### src/rtl/tron_pkg.sv
`default_nettype none
// ============================================================================
//  Module      : tron_pkg
//  Description : Shared definitions for the light-cycle trail renderer.
//                Holds the screen-size defaults, the colour nibbles, the
//                trail writer state type and two small helpers for the
//                two-pixels-per-word frame-buffer layout.
//  Revision    : 1.0 - initial release
// ============================================================================
package tron_pkg;

    localparam int          c_screen_w     = 640;
    localparam int          c_screen_h     = 480;
    localparam logic [3:0]  c_bg_color     = 4'h8;
    localparam logic [3:0]  c_red_color    = 4'h1;
    localparam logic [3:0]  c_blue_color   = 4'h2;

    typedef enum logic [1:0] {
        CLEAR = 2'd0,
        IDLE  = 2'd1,
        RED   = 2'd2,
        BLUE  = 2'd3
    } trail_state_t;

    // Word address of a pixel; the caller passes x already halved because
    // two horizontally adjacent pixels share one 16-bit word.
    function automatic logic [18:0] pixel_word_addr(
        input logic [8:0]  x_half,
        input logic [9:0]  y,
        input logic [18:0] half_w
    );
        return {10'd0, x_half} + ({9'd0, y} * half_w);
    endfunction

    // Both pixels of the word get the same colour nibble.
    function automatic logic [15:0] pixel_pair(input logic [3:0] color);
        return {4'h0, color, 4'h0, color};
    endfunction

endpackage
`default_nettype wire

### src/rtl/frame_tick_sync.sv
`default_nettype none
// ============================================================================
//  Module      : frame_tick_sync
//  Description : Brings the asynchronous frame strobe into the Clk domain
//                through a two-flop synchroniser and turns each rising edge
//                into a single-cycle frame_tick.
//  Ports       : Clk        - system clock
//                Reset      - synchronous, active-low reset
//                frame_clk  - ~60 Hz strobe, asynchronous to Clk
//                frame_tick - one-cycle pulse per frame_clk rising edge
//  Revision    : 1.0 - initial release
// ============================================================================
module frame_tick_sync (
    input  logic Clk,
    input  logic Reset,
    input  logic frame_clk,
    output logic frame_tick
);

    logic r_sync1;
    logic r_sync2;
    logic r_sync3;

    always_ff @(posedge Clk) begin
        if (!Reset) begin
            r_sync1 <= 1'b0;
            r_sync2 <= 1'b0;
            r_sync3 <= 1'b0;
        end else begin
            r_sync1 <= frame_clk;
            r_sync2 <= r_sync1;
            r_sync3 <= r_sync2;
        end
    end

    // r_sync3 is only the previous value of the synchronised strobe.
    assign frame_tick = r_sync2 & ~r_sync3;

endmodule
`default_nettype wire

### src/rtl/trail_writer.sv
`default_nettype none
// ============================================================================
//  Module      : trail_writer
//  Description : Writes the two bike trail pixels into the frame buffer once
//                per frame and optionally sweeps the whole buffer to the
//                background colour.
//  Build option: TRAIL_CLEAR_EN - when defined, the CLEAR sweep, start_clear
//                handling and clear_done are built in and reset enters CLEAR.
//                When undefined, start_clear is ignored and clear_done is 0.
//  Ports       : Clk, Reset          - clock, synchronous active-low reset
//                frame_clk           - asynchronous frame strobe
//                start_clear         - one-cycle request to wipe the buffer
//                red_x/y, blue_x/y   - bike pixel positions
//                Data_In             - frame-buffer write data
//                write_address       - frame-buffer word address
//                WE                  - frame-buffer write enable
//                busy                - high whenever not IDLE
//                clear_done          - one-cycle pulse after the last sweep write
//  Revision    : 1.0 - initial release
// ============================================================================
module trail_writer
    import tron_pkg::*;
#(
    parameter int          SCREEN_W   = c_screen_w,
    parameter int          SCREEN_H   = c_screen_h,
    parameter logic [3:0]  BG_COLOR   = c_bg_color,
    parameter logic [3:0]  RED_COLOR  = c_red_color,
    parameter logic [3:0]  BLUE_COLOR = c_blue_color
) (
    input  logic        Clk,
    input  logic        Reset,
    input  logic        frame_clk,
    input  logic        start_clear,
    input  logic [9:0]  red_x,
    input  logic [9:0]  red_y,
    input  logic [9:0]  blue_x,
    input  logic [9:0]  blue_y,
    output logic [15:0] Data_In,
    output logic [18:0] write_address,
    output logic        WE,
    output logic        busy,
    output logic        clear_done
);

    localparam logic [18:0] c_half_w = 19'(SCREEN_W / 2);

    trail_state_t r_state;
    trail_state_t w_next;

    logic        w_frame_tick;
    logic        w_latch;
    logic [9:0]  r_red_x, r_red_y, r_blue_x, r_blue_y;
    logic [9:0]  w_red_x, w_red_y, w_blue_x, w_blue_y;

    logic        w_clear_req;     // start_clear accepted out of IDLE
    logic        w_clear_after;   // BLUE hands over to CLEAR instead of IDLE
    logic        w_clr_issue;     // a sweep write is due this edge
    logic        w_clr_last;      // sweep finished, leave CLEAR
    logic [18:0] w_clr_addr;

    logic        w_we;
    logic [18:0] w_addr;
    logic [15:0] w_data;
    logic        w_clear_done;

    logic        r_we;
    logic [18:0] r_addr;
    logic [15:0] r_data;
    logic        r_clear_done;

    function automatic logic fits_screen(input logic [9:0] x, input logic [9:0] y);
        return ({22'd0, x} < 32'(SCREEN_W)) && ({22'd0, y} < 32'(SCREEN_H));
    endfunction

    frame_tick_sync u_tick_sync (
        .Clk        (Clk),
        .Reset      (Reset),
        .frame_clk  (frame_clk),
        .frame_tick (w_frame_tick)
    );

`ifdef TRAIL_CLEAR_EN
    localparam trail_state_t c_reset_state = CLEAR;
    localparam logic [18:0]  c_words       = 19'((SCREEN_W / 2) * SCREEN_H);

    logic [18:0] r_clr_cnt;       // next sweep address to write
    logic        r_pending;       // clear requested while a trail pair was in flight

    assign w_clear_req   = start_clear;
    assign w_clear_after = r_pending | start_clear;
    assign w_clr_issue   = (r_state == CLEAR) && (r_clr_cnt != c_words);
    assign w_clr_last    = (r_state == CLEAR) && (r_clr_cnt == c_words);
    assign w_clr_addr    = r_clr_cnt;

    always_ff @(posedge Clk) begin
        if (!Reset) begin
            r_clr_cnt <= '0;
            r_pending <= 1'b0;
        end else begin
            // Any entry into CLEAR starts from address 0; the first CLEAR
            // cycle is spent with the counter at 0 and no write yet.
            if (w_next != CLEAR) begin
                r_clr_cnt <= '0;
            end else if (w_clr_issue) begin
                r_clr_cnt <= r_clr_cnt + 19'd1;
            end

            if (w_next == CLEAR) begin
                r_pending <= 1'b0;
            end else if (start_clear && ((r_state == RED) || (r_state == BLUE))) begin
                r_pending <= 1'b1;
            end
        end
    end
`else
    localparam trail_state_t c_reset_state = IDLE;

    logic w_unused_start_clear;

    assign w_unused_start_clear = start_clear;
    assign w_clear_req          = 1'b0;
    assign w_clear_after        = 1'b0;
    assign w_clr_issue          = 1'b0;
    assign w_clr_last           = 1'b0;
    assign w_clr_addr           = '0;
`endif

    // Coordinates are captured on the accepted tick; the red write uses the
    // live inputs on that same edge so it appears in the very next cycle.
    assign w_latch  = (r_state == IDLE) && w_frame_tick && !w_clear_req;
    assign w_red_x  = w_latch ? red_x  : r_red_x;
    assign w_red_y  = w_latch ? red_y  : r_red_y;
    assign w_blue_x = w_latch ? blue_x : r_blue_x;
    assign w_blue_y = w_latch ? blue_y : r_blue_y;

    // ---------------------------------------------------------------- state
    always_ff @(posedge Clk) begin
        if (!Reset) begin
            r_state <= c_reset_state;
        end else begin
            r_state <= w_next;
        end
    end

    // ----------------------------------------------------------- next state
    always_comb begin
        w_next = r_state;
        case (r_state)
            IDLE: begin
                if (w_clear_req) begin
                    w_next = CLEAR;
                end else if (w_frame_tick) begin
                    w_next = RED;
                end
            end
            RED:     w_next = BLUE;
            BLUE:    w_next = w_clear_after ? CLEAR : IDLE;
            CLEAR:   w_next = w_clr_issue ? CLEAR : IDLE;
            default: w_next = IDLE;
        endcase
    end

    // --------------------------------------------------------------- output
    // Outputs are computed for the state being entered and registered, so
    // they line up with that state and are clean zero while in reset.
    always_comb begin
        w_we         = 1'b0;
        w_addr       = '0;
        w_data       = '0;
        w_clear_done = w_clr_last;
        case (w_next)
            RED: begin
                if (fits_screen(w_red_x, w_red_y)) begin
                    w_we   = 1'b1;
                    w_addr = pixel_word_addr(w_red_x[9:1], w_red_y, c_half_w);
                    w_data = pixel_pair(RED_COLOR);
                end
            end
            BLUE: begin
                if (fits_screen(w_blue_x, w_blue_y)) begin
                    w_we   = 1'b1;
                    w_addr = pixel_word_addr(w_blue_x[9:1], w_blue_y, c_half_w);
                    w_data = pixel_pair(BLUE_COLOR);
                end
            end
            CLEAR: begin
                if (w_clr_issue) begin
                    w_we   = 1'b1;
                    w_addr = w_clr_addr;
                    w_data = pixel_pair(BG_COLOR);
                end
            end
            default: ;
        endcase
    end

    always_ff @(posedge Clk) begin
        if (!Reset) begin
            r_we         <= 1'b0;
            r_addr       <= '0;
            r_data       <= '0;
            r_clear_done <= 1'b0;
            r_red_x      <= '0;
            r_red_y      <= '0;
            r_blue_x     <= '0;
            r_blue_y     <= '0;
        end else begin
            r_we         <= w_we;
            r_addr       <= w_addr;
            r_data       <= w_data;
            r_clear_done <= w_clear_done;
            if (w_latch) begin
                r_red_x  <= red_x;
                r_red_y  <= red_y;
                r_blue_x <= blue_x;
                r_blue_y <= blue_y;
            end
        end
    end

    assign WE            = r_we;
    assign write_address = r_addr;
    assign Data_In       = r_data;
    assign clear_done    = r_clear_done;
    assign busy          = (r_state != IDLE);

endmodule
`default_nettype wire

### config.mk
export PLATFORM = sky130hd
export DESIGN_NAME = trail_writer
export DESIGN_NICKNAME = d
export VERILOG_FILES = /design/src/rtl/tron_pkg.sv /design/src/rtl/frame_tick_sync.sv /design/src/rtl/trail_writer.sv
export SDC_FILE = /design/constraint.sdc
export NUM_CORES = 1
export LEC_CHECK = 0
export ABC_AREA = 1
export CORE_MARGIN = 2
export CORE_UTILIZATION = 49
export DETAILED_ROUTE_END_ITERATION = 10
export PLACE_DENSITY = 0.76
export SYNTH_ARGS = -nofsm -noshare
export SYNTH_HDL_FRONTEND = slang
export SYNTH_SLANG_ARGS = --single-unit
### constraint.sdc
create_clock -name Clk -period 8.9 [get_ports Clk]
set_input_delay 2.225 -clock Clk [delete_from_list [all_inputs] [get_ports Clk]]
set_output_delay 2.225 -clock Clk [all_outputs]
set_load 0.01 [all_outputs]
; After elaboration in Yosys (flattened, before gate mapping)
; Index checks and enable logic that the tools add are counted.
[word_totals]
regBits = 81
wordCells = 47
[classes]
n_addsub = 2
n_mul = 2
order_cmp = 4
n_eq_ne = 6
n_mux = 15
n_bitwise = 2
reduce_logical = 5
[op_table]
columns = cell, n
row1 = 2-to-1 mux 10 bit, 5
row2 = adder 9 x 19 -> 19 bit, 2
row3 = 2-to-1 mux 19 bit, 2
row4 = case mux 19 bit (2 select lines), 1
row5 = multiplier 10 x 3 -> 13 bit (second input constant), 2
row6 = < comparator 10 bit (second input constant), 2
row7 = < comparator 10 x 9 -> 1 bit (second input constant), 2
row8 = case mux 10 bit (2 select lines), 1
row9 = 2-to-1 mux 9 bit, 1
row10 = == test 2 bit (second input constant), 4
row11 = case mux 2 bit (3 select lines), 1
row12 = logical AND 1 bit, 3
row13 = == test 2 x 1 -> 1 bit (second input constant), 1
row14 = logical NOT 2 bit, 1
row15 = 2-to-1 mux 1 bit, 2
row16 = 2-to-1 mux 2 bit, 1
row17 = != test 2 x 1 -> 1 bit (second input constant), 1
row18 = case mux 1 bit (2 select lines), 1
row19 = OR reduction 2 bit, 1
row20 = bitwise AND 1 bit, 1
row21 = NOT 1 bit, 1

; Logic depth before layout (Yosys ltp)
[logic_depth]
word_depth = 8
ltp_mapped = 25

; By module
; From an unflattened synthesis, not the netlist that was laid out.
[hier_totals]
hier_cells = 627
area_unflattened_um2 = 4115.2
[modules_own_cells]
columns = mod, n_inst, cells_each, area_each_um2, seq_area_each_um2
row1 = trail_writer, 1, 616, 4022.6, 1121.1
row2 = frame_tick_sync, 1, 11, 92.6, 60.1

; Worst setup path after synthesis
; Ideal clock, no wire load.
[synth_timing]
kind = input to register
startpoint = input red_y[1]
endpoint = register r_addr[17], in the netlist write_address[17]
arrival_time_ns = 4.451
t_required_ns = 8.830
setup_slack_ns = 4.379
cell_stages = 15
n_path_buf = 0
path_cell_list = inv_1 -> o21ai_0 -> ha_1 -> ha_1 -> inv_1 -> fa_1 -> nor2_1 -> nand3b_1 -> a21oi_1 -> nand2_1 -> nor2_1 -> nand3_1 -> nand2_1 -> nand3_1 -> a21oi_1
[synth_between]
elab_chain_len = 5
elab_cells_between_ends = 7
[synth_lines]
columns = element, line_no
row1 = "start, declared", trail_writer.sv:35  ; input logic [9:0] red_y,
row2 = 2-to-1 mux 10 bit (*), --
row3 = via w_red_y[1], trail_writer.sv:53  ; logic [9:0] w_red_x, w_red_y, w_blue_x, w_blue_y;
row4 = multiplier 10 x 3 -> 13 bit / < comparator 10 x 9 -> 1 bit (equally long branches), "tron_pkg.sv:32, trail_writer.sv:72"
row5 = adder 9 x 19 -> 19 bit / logical AND 1 bit (equally long branches), "tron_pkg.sv:32, trail_writer.sv:72"
row6 = 2-to-1 mux 19 bit (*), trail_writer.sv:173  ; if (fits_screen(w_red_x, w_red_y)) begin
row7 = case mux 19 bit (2 select lines) (*), trail_writer.sv:171  ; case (w_next)
row8 = "end signal, assigned", trail_writer.sv:209  ; r_addr <= w_addr;
row9 = "end, declared", trail_writer.sv:67  ; logic [18:0] r_addr;
; The timed path passes the listed nets; every way through them passes the cells marked *.
; A chain may end at the register's enable or synchronous reset.

; Worst setup path in the final report
; Ends and elaborated chain as after synthesis.

==> impl_metrics.ini <==
[critical_path]
r2r_cells = 17
required_ns = 9.15
cp_data_arrival_time_ns = 5.38
crit_type = input port to flip-flop
rr_startpoint = r_state[0]
crit_slowest_cell = clkdlybuf4s50_1
rrSetupSlack_ns = 5.04
path_buf_inv = 3
critPathLaunchType = input port
endpoint_kind = flip-flop
cp_max_fo = 5
rr_endpoint = write_address[17]
path_delay_family = adder cells
crit_path_cell_trace = clkdlybuf4s50_1 -> inv_1 -> o21ai_0 -> ha_1 -> ha_1 -> inv_1 -> fa_1 -> nor2_1 -> nand3b_1 -> a21oi_1 -> nand2_1 -> nor2_1 -> nand3_1 -> nand2_1 -> nand3_1 -> a21oi_1
cp_slowest_stage_delay_ns = 0.46

[floorplan]
die-area_sq_mm = 0.00917
die_y_um = 95.8
initial_utilization = 0.505
rows = 33
core_sq_mm = 0.00818
ioPinCount = 82
die_w_um = 95.8

[detailed_routing]
dr.pass1.iters = 5
vias = 3926
via_per_inst = 4.91
wl_per_cell_um = 11.6
ant_nets = 0
drt-total-wl_um = 9250
detail_route.iter0.violations = 189
drc = 0

[clock_network]
cts_hold_buf = 0
postCtsSetupBuffers = 0
ctsResizeCount = 0
cts_buffers = 9
clk_latency_ns = 0.33
cts_tree = done
h-tree-depth = 3
clk_path_buf_depth = 2
clk_pin_slew_ns = 0.07
numClockSinks = 59
root_buffer = clkbuf_8

[placed_design]
place.port_buffers = 65
dp_hpwl_um = 7020
gp_congestion = 0.874

[timing]
finalMaxSlewViolations = 0
setup_tns_ns = 0
fmax_mhz = 195
worstMarginPinSlew_ns = 0.836
setup_violations = 0
rsz0062_at_grt = false
fin_crit_sh = 0.576
hold_viol = 0
period_minus_slack_ns = 5.13
finClkSkew_ns = 0.0112
maxSlewHeadroom = 0.442

[logic_synthesis]
synth-adder-area-share = 0.119
synth_area_leaders = dfxtp_1 (29%), nand2_1 (15%), ha_1 (10%), inv_1 (10%), nor2_1 (7.5%)
yosys_register_bits = 59
ys_seq_area_frac = 0.286
synth_edf_count = 0
yosysMostFrequentCell = nand2_1
synth-warning-count = 0
synthArstFlopShare = 0
synth_largest_type_area_fraction = 0.286
synth.avg_cell_area_sq_um = 6.55
synthMuxAreaShare = 0.0170
synthSimpleGateAreaFrac = 0.325
synth.distinct_cells = 32
synth_xor_area_frac = 0.0191
synth_common_cells = nand2_1 (170), inv_1 (110), nor2_1 (82)
synthFlopType = dfxtp_1
syn-cell-area_sq_mm = 0.00413
synth_compound_area_frac = 0.0788
netlist_instances = 630
synth_top_family_by_area = simple AND/OR/NAND/NOR gates
yosys.area.top_type = dfxtp_1

[power_and_ir_drop]
peakVddDrop_uv = 65.3
total_power_w = 0.000622
power_leakage_nw = 2.48
p_per_area_mw_per_mm2 = 127

[min_path]
worst_hold_path.num_cells = 2
hold_end = u_tick_sync.r_sync2
hold_path_startpoint = u_tick_sync.r_sync1
hold_path_class = flip-flop to flip-flop

[outcome]
status = completed

[global_routing]
grt_pass1_vias = 3481
overflow = 0
grt_max_degree = 50
gr-usage-all-layers = 0.214
antenna_found_initial = 0
grt_pass1_wl_um = 15400

[final_layout]
fin_nets = 771
register_area_sq_mm = 0.00118
n_fill_cell = 769
syn2layout_area_growth_pct = 19.0
antenna_cells = 0
multi_input_area_sq_mm = 0.00236
drive_above_1_share = 0.0532

[flow_run]
maxCapViolCount = 0
layer usage:
layer / track usage / wire length, um
met3: 0.0423 / 530
met1: 0.287 / 4440
met4: 0.0702 / 83
met2: 0.345 / 4190
met5: 0 / 0
per-stage QoR:
| step | setup WS, ns | hold WS (ns) | area, sq um | std cells | util |
|---|---|---|---|---|---|
| after floorplan | 4.38 | 0.390 | 4170 | 642 | - |
| after global placement | 3.62 | 0.396 | 4750 | 784 | 0.581 |
| after detailed placement | 3.48 | 0.416 | 4750 | 784 | 0.581 |
| after CTS | 3.84 | 0.434 | 4910 | 800 | 0.601 |
| after global routing | 3.60 | 0.447 | 4910 | 800 | 0.601 |
| final | 3.77 | 0.431 | 4910 | 800 | 0.601 |
cell type report:
class / instances / area share
Inverter: 112 / 0.0856
Clock inverter: 5 / 0.00612
Tap cell: 105 / 0.0268
Sequential cell: 59 / 0.241
Multi-Input combinational cell: 442 / 0.480
Timing Repair Buffer: 66 / 0.134
Clock buffer: 11 / 0.0268
registers in the layout (all words and copies together) (netlist names), 2 cells and up:
name / flops
r_blue_y: 10
r_state: 2
Data_In: 2
r_blue_x: 9
write_address: 19
r_red_y: 10
r_red_x: 3
how the worst max path moves through the flow:
stage / slack, ns / depth (start not counted) / from / end
6_report: 3.77 / 16 / red_y[1] / write_address[17]
5_1_grt: 3.60 / 16 / red_y[1] / write_address[15]
4_1_cts: 3.84 / 15 / blue_y[1] / write_address[17]
3_5_place_dp: 3.48 / 15 / blue_y[1] / write_address[17]
3_3_place_gp: 3.62 / 15 / red_y[1] / write_address[17]
2_1_floorplan: 4.38 / 15 / red_y[1] / write_address[17]
logic make-up (layout without fill, tap and decap cells):
family,after synthesis,count (layout)
AND/OR/NAND/NOR,317,317
buffers and inverters,141,194
AO/OA/AOI/OAI,59,59
flip-flops,59,59
adder cells (fa/ha/maj),37,37
XOR/XNOR,9,9
multiplexers,7,7
other,1,13
power by group:
part | internal [W] | leakage (nW) | switching [W]
combinational | 0.0000575 | 1.92 | 0.0000825
sequential | 0.000272 | 0.479 | 0.00000211
clock | 0.0000997 | 0.0791 | 0.000109
total | 0.000429 | 2.48 | 0.000193
worst min-delay path, cell delays in order (launching register included):
cell	delay, ns
dfxtp_1	0.32
nand2_1	0.05
inv_1	0.04
cells in the final DEF, fill, tap and decap left out, types with 4 or more instances in the layout:
| master | instances |
|---|---|
| nand2_1 | 170 |
| ha_1 | 33 |
| xor2_1 | 7 |
| o21ai_0 | 21 |
| clkbuf_8 | 9 |
| conb_1 | 13 |
| mux2i_1 | 7 |
| inv_1 | 110 |
| a21oi_1 | 23 |
| or2_2 | 7 |
| fa_1 | 4 |
| nand4_1 | 6 |
| o21ai_2 | 4 |
| nand3_1 | 39 |
| o22ai_1 | 6 |
| clkdlybuf4s50_1 | 65 |
| dfxtp_1 | 59 |
| nor2_1 | 82 |
(Power assumes the default switching activity.)
==> variant (config.mk and constraints unchanged) <==
The option `TRAIL_CLEAR_EN` is turned on by a define.
--- a/src/rtl/trail_writer.sv
+++ b/src/rtl/trail_writer.sv
@@ -18,6 +18,8 @@
 //                clear_done          - one-cycle pulse after the last sweep write
 //  Revision    : 1.0 - initial release
 // ============================================================================
+`define TRAIL_CLEAR_EN
+
 module trail_writer
     import tron_pkg::*;
 #(
Formal check against the unedited RTL: not equivalent (Yosys sat finds a counterexample within 4 cycles, from zero or initial values and one cycle with Reset low).
==> variant against the unedited design <==
Power increased by 32%; non-clock buffer count rose by 6; via count up 34%; critical path depth up 5; area after synthesis increased by 38%; cell area rose by 37%; routed wire length up 42%; sequential cell count is 28 higher; worst setup slack got worse by 0.58 ns; utilization is 1.0 points lower.
==> variant: results (changes against the unedited design) <==
outcome=completed (unchanged); routed vias=5263 (was 3926); CP arrival=5.92 ns (was 5.38 ns); share of layout cells above drive strength 1=6.42% (was 5.32%); Critical Path Max Stage Delay=0.53 ns (was 0.46 ns); clock root cell=clkbuf_16 (was clkbuf_8); Synth cell types=37 (was 32); register area share after synthesis=30.6% (was 28.6%); synthesized instance count=856 (was 630); Setup Skew=0.00851 ns (was 0.0112 ns); Commonest cells post-synth=nand2_1, inv_1, nor2_1, dfxtp_1, nand3_1 (unchanged); top post-synthesis cells by area=dfxtp_1, nand2_1, inv_1 (was dfxtp_1, nand2_1, ha_1); worst skew pair latency=0.35 ns (was 0.33 ns); HPWL after DPL=9930 um (was 7020 um); Max VDD drop=0.0908 mV (was 0.0653 mV); LEAKAGE=3.35 nW (was 2.48 nW); GR Layer Usage met2=36.8% (was 34.5%); measured slew at the worst slew-check pin=0.662 ns (was 0.836 ns); WL/cell=12.4 um (was 11.6 um); Post-Place Cells=1046 (was 784); final WL=13200 um (was 9250 um); I/O Buffers=69 (was 65); routability congestion estimate=0.947 (was 0.874); first-pass GRT wire length=22500 um (was 15400 um); post-layout min period=5.70 ns (was 5.13 ns)
-- variant: changes by cell type in the layout (fill, tap and decap cells not counted), sizes merged, moves of 5 or more --
cell | before | now
ha | 33 | 40
nor2 | 85 | 116
or2 | 7 | 13
o22ai | 6 | 0
a21oi | 23 | 38
mux2i | 7 | 12
nor3 | 1 | 14
a211oi | 0 | 10
inv | 112 | 145
nand3 | 41 | 54
dfxtp | 59 | 87
nand2 | 174 | 211
xnor2 | 2 | 10
-- variant: metrics by stage --
step | power (mW) | cell area, um^2 | worst slack [ns] | utilization [%]
after floorplan | 0.423 | 5730 | 3.66 | -
after global placement | 0.445 | 6410 | 2.86 | 56.4
after detailed placement | 0.445 | 6410 | 2.83 | 56.4
after CTS | 0.826 | 6710 | 3.19 | 59.0
after global routing | 0.848 | 6710 | 2.81 | 59.0
final | 0.820 | 6710 | 3.20 | 59.0
-- variant: final cells by class --
class | count | area share [%]
sequential | 87 | 26.0
inverter | 144 | 8.09
clock buffer | 10 | 3.41
tap | 143 | 2.67
timing repair buffer | 72 | 10.6
clock inverter | 6 | 0.988
multi-input combinational | 600 | 48.3
-- variant: metal layers --
| metal | wire [um] | up-vias |
|---|---|---|
| li1 | - | 2772 |
| met1 | 6220 | 2381 |
| met2 | 6120 | 90 |
| met3 | 522 | 20 |
| met4 | 311 | 0 |
| met5 | 0 | - |
-- variant: path summary, 6_finish.rpt --
check / slack (ns) / to / start / cells past startpoint
max: 3.20 / write_address[18] / start_clear / 21
min: 0.42 / u_tick_sync.r_sync2 / u_tick_sync.r_sync1 / 2
max reg2reg: 5.11 / write_address[18] / r_state[1] / 22
min reg2reg: 0.42 / u_tick_sync.r_sync2 / u_tick_sync.r_sync1 / 2
-- variant: kinds of logic (layout without fill, tap and decap cells) --
family / Yosys count / count (layout) / synth area share (%)
other: 1 / 10 / 0.0658
and+or+nand+nor: 430 / 430 / 32.9
AOI/OAI and AO/OA: 86 / 86 / 8.21
adders and majority gates: 44 / 44 / 10.2
muxes: 12 / 12 / 2.11
DFF: 87 / 87 / 30.6
buffers and inverters: 178 / 232 / 13.2
xor gates and xnor gates: 18 / 18 / 2.77
-- variant: report_power, final --
| part | total [mW] | leakage [nW] | switching, mW | internal [mW] |
|---|---|---|---|---|
| clock network | 0.383 | 0.147 | 0.164 | 0.219 |
| logic | 0.0423 | 2.50 | 0.0196 | 0.0227 |
| registers | 0.394 | 0.703 | 0.00206 | 0.392 |
| total | 0.820 | 3.35 | 0.186 | 0.634 |
-- variant: worst max-delay path, delay by kind of cell --
family / cells / cell delay, ns
buf+inv: 5 / 1.15
fa+ha+maj: 2 / 0.64
simple gates: 13 / 1.54
compound gates: 1 / 0.32
